`src/rtl/note_pkg.sv`:
```
// Shared constants, command layout and sequencer state encoding for the note sequencer.
package note_pkg;

  localparam int NOTE_W = 5;
  localparam int DUR_W  = 8;
  localparam int CMD_W  = NOTE_W + DUR_W;

  localparam logic [NOTE_W-1:0] NOTE_REST = 5'd31;
  localparam logic [NOTE_W-1:0] NUM_NOTES = 5'd24;

  typedef enum logic [1:0] {
    ST_IDLE,
    ST_LOAD,
    ST_PLAY,
    ST_GAP
  } state_e;

  typedef struct packed {
    logic [NOTE_W-1:0] note;
    logic [DUR_W-1:0]  dur;
  } cmd_t;

  // Indices 24..31 have no table entry and play as silent rests.
  function automatic logic is_sounding(input logic [NOTE_W-1:0] n);
    return n < NUM_NOTES;
  endfunction

endpackage

```
`src/rtl/cmd_fifo.sv`:
```
// Synchronous command FIFO with first-word-fall-through read, so the head entry
// is visible in the same cycle it is popped.
module cmd_fifo
  import note_pkg::*;
#(
  parameter int DEPTH = 8
) (
  input  logic                   clk,
  input  logic                   rst_n,
  input  logic                   clr_i,
  input  logic                   push_i,
  input  cmd_t                   wr_data_i,
  input  logic                   pop_i,
  output cmd_t                   rd_data_o,
  output logic                   full_o,
  output logic                   empty_o,
  output logic [$clog2(DEPTH):0] level_o
);

  localparam int AW = $clog2(DEPTH);

  cmd_t            mem_q [DEPTH];
  logic [AW-1:0]   wr_ptr_q, wr_ptr_d;
  logic [AW-1:0]   rd_ptr_q, rd_ptr_d;
  logic [AW:0]     level_q, level_d;
  logic            push_ok, pop_ok;

  assign full_o    = (level_q == (AW+1)'(DEPTH));
  assign empty_o   = (level_q == '0);
  assign level_o   = level_q;
  assign rd_data_o = mem_q[rd_ptr_q];

  assign push_ok = push_i && !full_o && !clr_i;
  assign pop_ok  = pop_i && !empty_o && !clr_i;

  always_comb begin
    wr_ptr_d = wr_ptr_q;
    rd_ptr_d = rd_ptr_q;
    level_d  = level_q;
    if (clr_i) begin
      wr_ptr_d = '0;
      rd_ptr_d = '0;
      level_d  = '0;
    end else begin
      if (push_ok) wr_ptr_d = wr_ptr_q + 1'b1;
      if (pop_ok)  rd_ptr_d = rd_ptr_q + 1'b1;
      case ({push_ok, pop_ok})
        2'b10:   level_d = level_q + 1'b1;
        2'b01:   level_d = level_q - 1'b1;
        default: level_d = level_q;
      endcase
    end
  end

  always_ff @(posedge clk) begin
    if (!rst_n) begin
      wr_ptr_q <= '0;
      rd_ptr_q <= '0;
      level_q  <= '0;
    end else begin
      wr_ptr_q <= wr_ptr_d;
      rd_ptr_q <= rd_ptr_d;
      level_q  <= level_d;
    end
  end

  // Storage carries no reset so it maps onto plain RAM.
  always_ff @(posedge clk) begin
    if (push_ok) mem_q[wr_ptr_q] <= wr_data_i;
  end

endmodule

```
`src/rtl/note_sequencer.sv`:
```
// Plays queued {note, duration} commands: each note sounds for dur ticks, then
// a fixed silent gap, with pause/flush control over the running sequence.
module note_sequencer
  import note_pkg::*;
#(
  parameter int TICK_DIV  = 1000000,
  parameter int GAP_TICKS = 1,
  parameter int DEPTH     = 8
) (
  input  logic                   clk,
  input  logic                   rst_n,
  input  logic                   cmd_valid,
  output logic                   cmd_ready,
  input  logic [NOTE_W-1:0]      cmd_note,
  input  logic [DUR_W-1:0]       cmd_dur,
  input  logic                   pause,
  input  logic                   flush,
  output logic [NOTE_W-1:0]      note,
  output logic                   gate,
  output logic                   note_start,
  output logic                   busy,
  output logic [$clog2(DEPTH):0] level
);

  localparam int                PW         = (TICK_DIV > 1) ? $clog2(TICK_DIV) : 1;
  localparam logic [PW-1:0]     PRESC_LAST = PW'(TICK_DIV - 1);
  localparam logic [DUR_W-1:0]  GAP_LAST   = DUR_W'(GAP_TICKS - 1);
  localparam bit                HAS_GAP    = (GAP_TICKS > 0);

  state_e              state_q, state_d;
  logic [PW-1:0]       presc_q, presc_d;
  logic [DUR_W-1:0]    tick_q, tick_d;
  logic [DUR_W-1:0]    dur_q, dur_d;
  logic [NOTE_W-1:0]   note_q, note_d;
  logic                start_q, start_d;

  cmd_t                fifo_wr, fifo_rd;
  logic                fifo_full, fifo_empty, push, work_pending;
  logic [DUR_W-1:0]    last_tick;

  assign cmd_ready    = !fifo_full && !flush;
  assign push         = cmd_valid && cmd_ready;
  assign fifo_wr      = '{note: cmd_note, dur: cmd_dur};
  assign work_pending = !fifo_empty || push;
  assign last_tick    = (state_q == ST_PLAY) ? dur_q - 1'b1 : GAP_LAST;

  cmd_fifo #(.DEPTH(DEPTH)) u_fifo (
    .clk       (clk),
    .rst_n     (rst_n),
    .clr_i     (flush),
    .push_i    (push),
    .wr_data_i (fifo_wr),
    .pop_i     (state_q == ST_LOAD),
    .rd_data_o (fifo_rd),
    .full_o    (fifo_full),
    .empty_o   (fifo_empty),
    .level_o   (level)
  );

  always_comb begin
    state_d = state_q;
    presc_d = presc_q;
    tick_d  = tick_q;
    dur_d   = dur_q;
    note_d  = note_q;
    start_d = 1'b0;
    if (flush) begin
      state_d = ST_IDLE;
      note_d  = NOTE_REST;
      presc_d = '0;
      tick_d  = '0;
    end else begin
      case (state_q)
        ST_IDLE: begin
          note_d = NOTE_REST;
          if (work_pending) state_d = ST_LOAD;
        end
        ST_LOAD: begin
          if (fifo_rd.dur != '0) begin
            state_d = ST_PLAY;
            note_d  = fifo_rd.note;
            dur_d   = fifo_rd.dur;
            presc_d = '0;
            tick_d  = '0;
            start_d = 1'b1;
          end else begin
            state_d = ST_IDLE;
            note_d  = NOTE_REST;
          end
        end
        ST_PLAY, ST_GAP: begin
          if (!pause) begin
            if (presc_q == PRESC_LAST) begin
              presc_d = '0;
              tick_d  = tick_q + 1'b1;
              if (tick_q == last_tick) begin
                tick_d = '0;
                // Gap follows the note unless disabled; otherwise chain straight on.
                if (state_q == ST_PLAY && HAS_GAP) begin
                  state_d = ST_GAP;
                end else if (work_pending) begin
                  state_d = ST_LOAD;
                end else begin
                  state_d = ST_IDLE;
                  note_d  = NOTE_REST;
                end
              end
            end else begin
              presc_d = presc_q + 1'b1;
            end
          end
        end
        default: begin
          state_d = ST_IDLE;
          note_d  = NOTE_REST;
        end
      endcase
    end
  end

  always_ff @(posedge clk) begin
    if (!rst_n) begin
      state_q <= ST_IDLE;
      presc_q <= '0;
      tick_q  <= '0;
      dur_q   <= '0;
      note_q  <= NOTE_REST;
      start_q <= 1'b0;
    end else begin
      state_q <= state_d;
      presc_q <= presc_d;
      tick_q  <= tick_d;
      dur_q   <= dur_d;
      note_q  <= note_d;
      start_q <= start_d;
    end
  end

  assign note       = note_q;
  assign gate       = (state_q == ST_PLAY) && is_sounding(note_q) && !pause;
  assign note_start = start_q;
  assign busy       = (state_q != ST_IDLE);

endmodule

```
`config.mk`:
```
export PLATFORM = sky130hd
export DESIGN_NAME = note_sequencer
export DESIGN_NICKNAME = d
export VERILOG_FILES = /design/src/rtl/note_pkg.sv /design/src/rtl/cmd_fifo.sv /design/src/rtl/note_sequencer.sv
export SDC_FILE = /design/constraint.sdc
export NUM_CORES = 1
export LEC_CHECK = 0
export ABC_AREA = 1
export BUFFER_PORTS_ARGS = -buffer_cell sky130_fd_sc_hd__buf_2
export CORE_MARGIN = 1.5
export CORE_UTILIZATION = 40
export DETAILED_ROUTE_END_ITERATION = 7
export MAX_ROUTING_LAYER = met4
export PLACE_DENSITY = 0.64
export SETUP_SLACK_MARGIN = 0.1
export SYNTH_ARGS = -nofsm -noshare
export SYNTH_HDL_FRONTEND = slang
export SYNTH_HIERARCHICAL = 1
export SYNTH_SLANG_ARGS = --single-unit
```
`constraint.sdc`:
```
create_clock -name clk -period 2 [get_ports clk]
set_input_delay 0.3 -clock clk [delete_from_list [all_inputs] [get_ports clk]]
set_output_delay 0.3 -clock clk [all_outputs]
set_load 0.005 [all_outputs]
```
==> qor.txt <==
Status - finished, violations left
Failing checks - negative setup slack
Distinct cell type count after synthesis - 44
Via density - 5.02
Crit-path max cell delay - 0.41 ns
Leakage - 3.51 nW
Hold_buf cts - 0
R2r setup slk - -0.30 ns
Initial antenna violation count - 0
Half-perimeter wire length after placement - 10900 um
Post-Synth XOR/XNOR Area - 0.0192
Most frequent cells in the layout - nand2_1, edfxtp_1, nor2_1
Max Slew Vio Count - 0
Htree depth - 4
Compound-gate portion of the synthesized area - 0.100
Number of buffers created by CTS - 17
Die width - 138 um
Final setup violation count - 43
Pre-antenna DRT Iters - 5
Cells after Synth - 754
Ports - 31
Synth Area in Simple Gates - 0.207
Critical path depth - 15
Setup crit end - tick_q[4]$_SDFFE_PP0P_
Initial core utilization - 0.408
Root Driver - clkbuf_16
Via count - 5544
WS Path Type - register to register
Die Y - 138 um
Initial DRC count - 353
Post-synthesis sequential area ratio - 0.584
DRC Markers - 0
Worst-Skew Late Latency - 0.43 ns
Worst path top cell family by delay - simple AND/OR/NAND/NOR gates
Final setup margin - -0.303 ns
Share of layout cells above drive strength 1 - 0.284
Max Root-Sink Buffers - 2
Final critical-path required period - 2.30 ns
Synth-to-Final Area Change - 28.7%
CTS sink cnt - 161
Required @ worst endpoint - 2.30 ns
Worst EP arrival - 2.60 ns
Area of the mapped netlist - 7300 um^2
Average size of a mapped cell - 9.68 um^2
RSZ-0062 raised after global routing - true
Final cell area excluding filler cells - 9390 um^2
N_diodes - 0
Buf/Inv on CP - 3
Layout Cells excl Fill - 1105
Nets - 889
Routed wire per std cell - 15.4 um
Worst Skew - 0.0149 ns
Antenna viol nets, final - 0
Synthesized-area fraction occupied by adder cells - 0.0137
Syn Nets - 780
Vias in the first global route - 5241
PortBufs - 30
Synth Register Bits - 161
Clk slew on worst S/H paths - 0.07 ns
Crit start category - register
Most common cell after layout, fill and taps aside - nand2_1
Hold Path Class - primary input to register
CP max stage cell - dfxtp_4
Fill count - 1558
Crit end category - register
Max_cap viols - 0
DP Area - 8330 um^2
Synth warn - 6
Crit-path max FO - 10
Die ar. - 19100 um^2
Hold Path Depth - 1
First-pass GRT wire length - 26800 um
Core Box Area - 17900 um^2
Peak supply drop - 0.000898 V
FF-to-FF End - tick_q[4]$_SDFFE_PP0P_
Pin count of the biggest net entering global routing - 28
Multiplexer share of the synthesized area - 0.0178
Critical-path cell list - buf_12 -> buf_16 -> o21ai_4 -> o21ai_1 -> nand2_1 -> nand2_2 -> nor4_4 -> nand2_2 -> nand2_4 -> nand2_8 -> nand2_8 -> buf_6 -> nor3_1 -> xor2_1 -> nor3_2
CTS tree - yes
Slew headroom - 0.667
Peak Freq - 434 MHz
PwrDens - 770 nW/um^2
Largest family of logic cells by synthesized area - simple AND/OR/NAND/NOR gates
Routability Congestion - 0.866
Worst R2R Path Depth - 15
GRT Util Overall - 0.184
Final Cycle Share - 1.15
Hold Vio Cnt, Final - 0
Final wirelength - 17000 um
Least-Margin Pin Slew - 0.498 ns
Total gr overflow - 0
Rows - 49
Dpl cells - 1051
[worst min path at each step]
| stage | startpoint | endpoint |
|---|---|---|
| 2_1_floorplan | cmd_dur[0] | u_fifo/mem_q[0][0]$_DFFE_PP_ |
| 3_3_place_gp | dur_q[7]$_SDFFE_PN0P_ | dur_q[7]$_SDFFE_PN0P_ |
| 3_5_place_dp | dur_q[7]$_SDFFE_PN0P_ | dur_q[7]$_SDFFE_PN0P_ |
| 4_1_cts | cmd_note[4] | u_fifo/mem_q[1][12]$_DFFE_PP_ |
| 6_report | cmd_dur[5] | u_fifo/mem_q[7][5]$_DFFE_PP_ |
| 5_1_grt | cmd_note[4] | u_fifo/mem_q[0][12]$_DFFE_PP_ |
[cells in the mapped netlist (all sizes together)]
master / n / share of area
ha: 8 / 0.014
nand3b: 1 / 0.0010
a21oi: 37 / 0.026
inv: 67 / 0.035
clkinv: 1 / 0.00068
edfxtp: 104 / 0.43
clkbuf: 6 / 0.0036
o21a: 1 / 0.0010
xnor2: 2 / 0.0024
dfxtp: 57 / 0.16
nor2: 117 / 0.066
nand2: 139 / 0.081
nand4: 17 / 0.015
xor2: 14 / 0.017
nor3: 15 / 0.012
a211oi: 2 / 0.0021
mux2i: 13 / 0.018
a22oi: 1 / 0.0010
o31ai: 1 / 0.0010
o211a: 1 / 0.0014
buf: 18 / 0.019
nand3: 30 / 0.026
nor4: 4 / 0.0043
or2: 3 / 0.0029
o22ai: 14 / 0.012
o21ai: 81 / 0.056
[cell families after synthesis]
| group | count (synthesis) |
|---|---|
| mux | 13 |
| flops | 161 |
| xor+xnor | 16 |
| simple gates | 326 |
| compound gates | 138 |
| fa+ha+maj | 8 |
| buf+inv | 92 |
[where the power goes]
| part | switching, mW | internal [mW] | total (mW) |
|---|---|---|---|
| clock | 1.49 | 1.67 | 3.16 |
| sequential | 0.0196 | 3.56 | 3.58 |
| combinational | 0.294 | 0.203 | 0.497 |
[state kept, by name, indices dropped and copies added, names as in the netlist, named ones only]
signal,cells
u_fifo/mem_q,104
presc_q,20
dur_q,8
tick_q,8
note,5
u_fifo/level_o,4
u_fifo/rd_ptr_q,3
u_fifo/wr_ptr_q,3
note_start,1
state_q,1
[routing by layer]
| metal | track usage | part of all wire | routed length, um | vias to the layer above |
|---|---|---|---|---|
| met5 | - | 0 | 0 | - |
| met4 | 0.0571 | 0.013 | 214 | 0 |
| met3 | 0.0388 | 0.042 | 721 | 20 |
| met2 | 0.293 | 0.49 | 8360 | 112 |
| met1 | 0.237 | 0.45 | 7680 | 2597 |
| li1 | - | - | - | 2815 |
[area by class of cell]
cell class / instances / area (um^2) / share of cell area
Clock inverter: 15 / 156 / 0.0167
Inverter: 68 / 283 / 0.0301
Clock buffer: 17 / 425 / 0.0453
Timing Repair Buffer: 113 / 998 / 0.106
Timing Repair inverter: 1 / 7.51 / 0.000799
Sequential cell: 161 / 4280 / 0.456
Tap cell: 229 / 287 / 0.0305
Multi-Input combinational cell: 501 / 2960 / 0.315
[repair_timing]
action,CTS,global route
cloned,3,0
resized for setup,47,39
setup buffers,7,12
pin swaps,21,18
setup endpoints to repair,45,152
[per-stage QoR]
step                      hold slack, ns  setup slack, ns  power [mW]  TNS [ns]  utilization
after floorplan                    0.399           -0.108        3.90     -1.40            -
after global placement             0.461           -0.304        4.07     -7.61        0.465
after detailed placement           0.468           -0.472        4.07    -13.33        0.465
after CTS                          0.125           -0.303        7.24     -7.43        0.513
after global routing               0.140           -0.423        7.46    -13.21        0.525
final                              0.132           -0.303        7.24     -8.43        0.525
No activity file was read; power rests on OpenSTA's default activity.
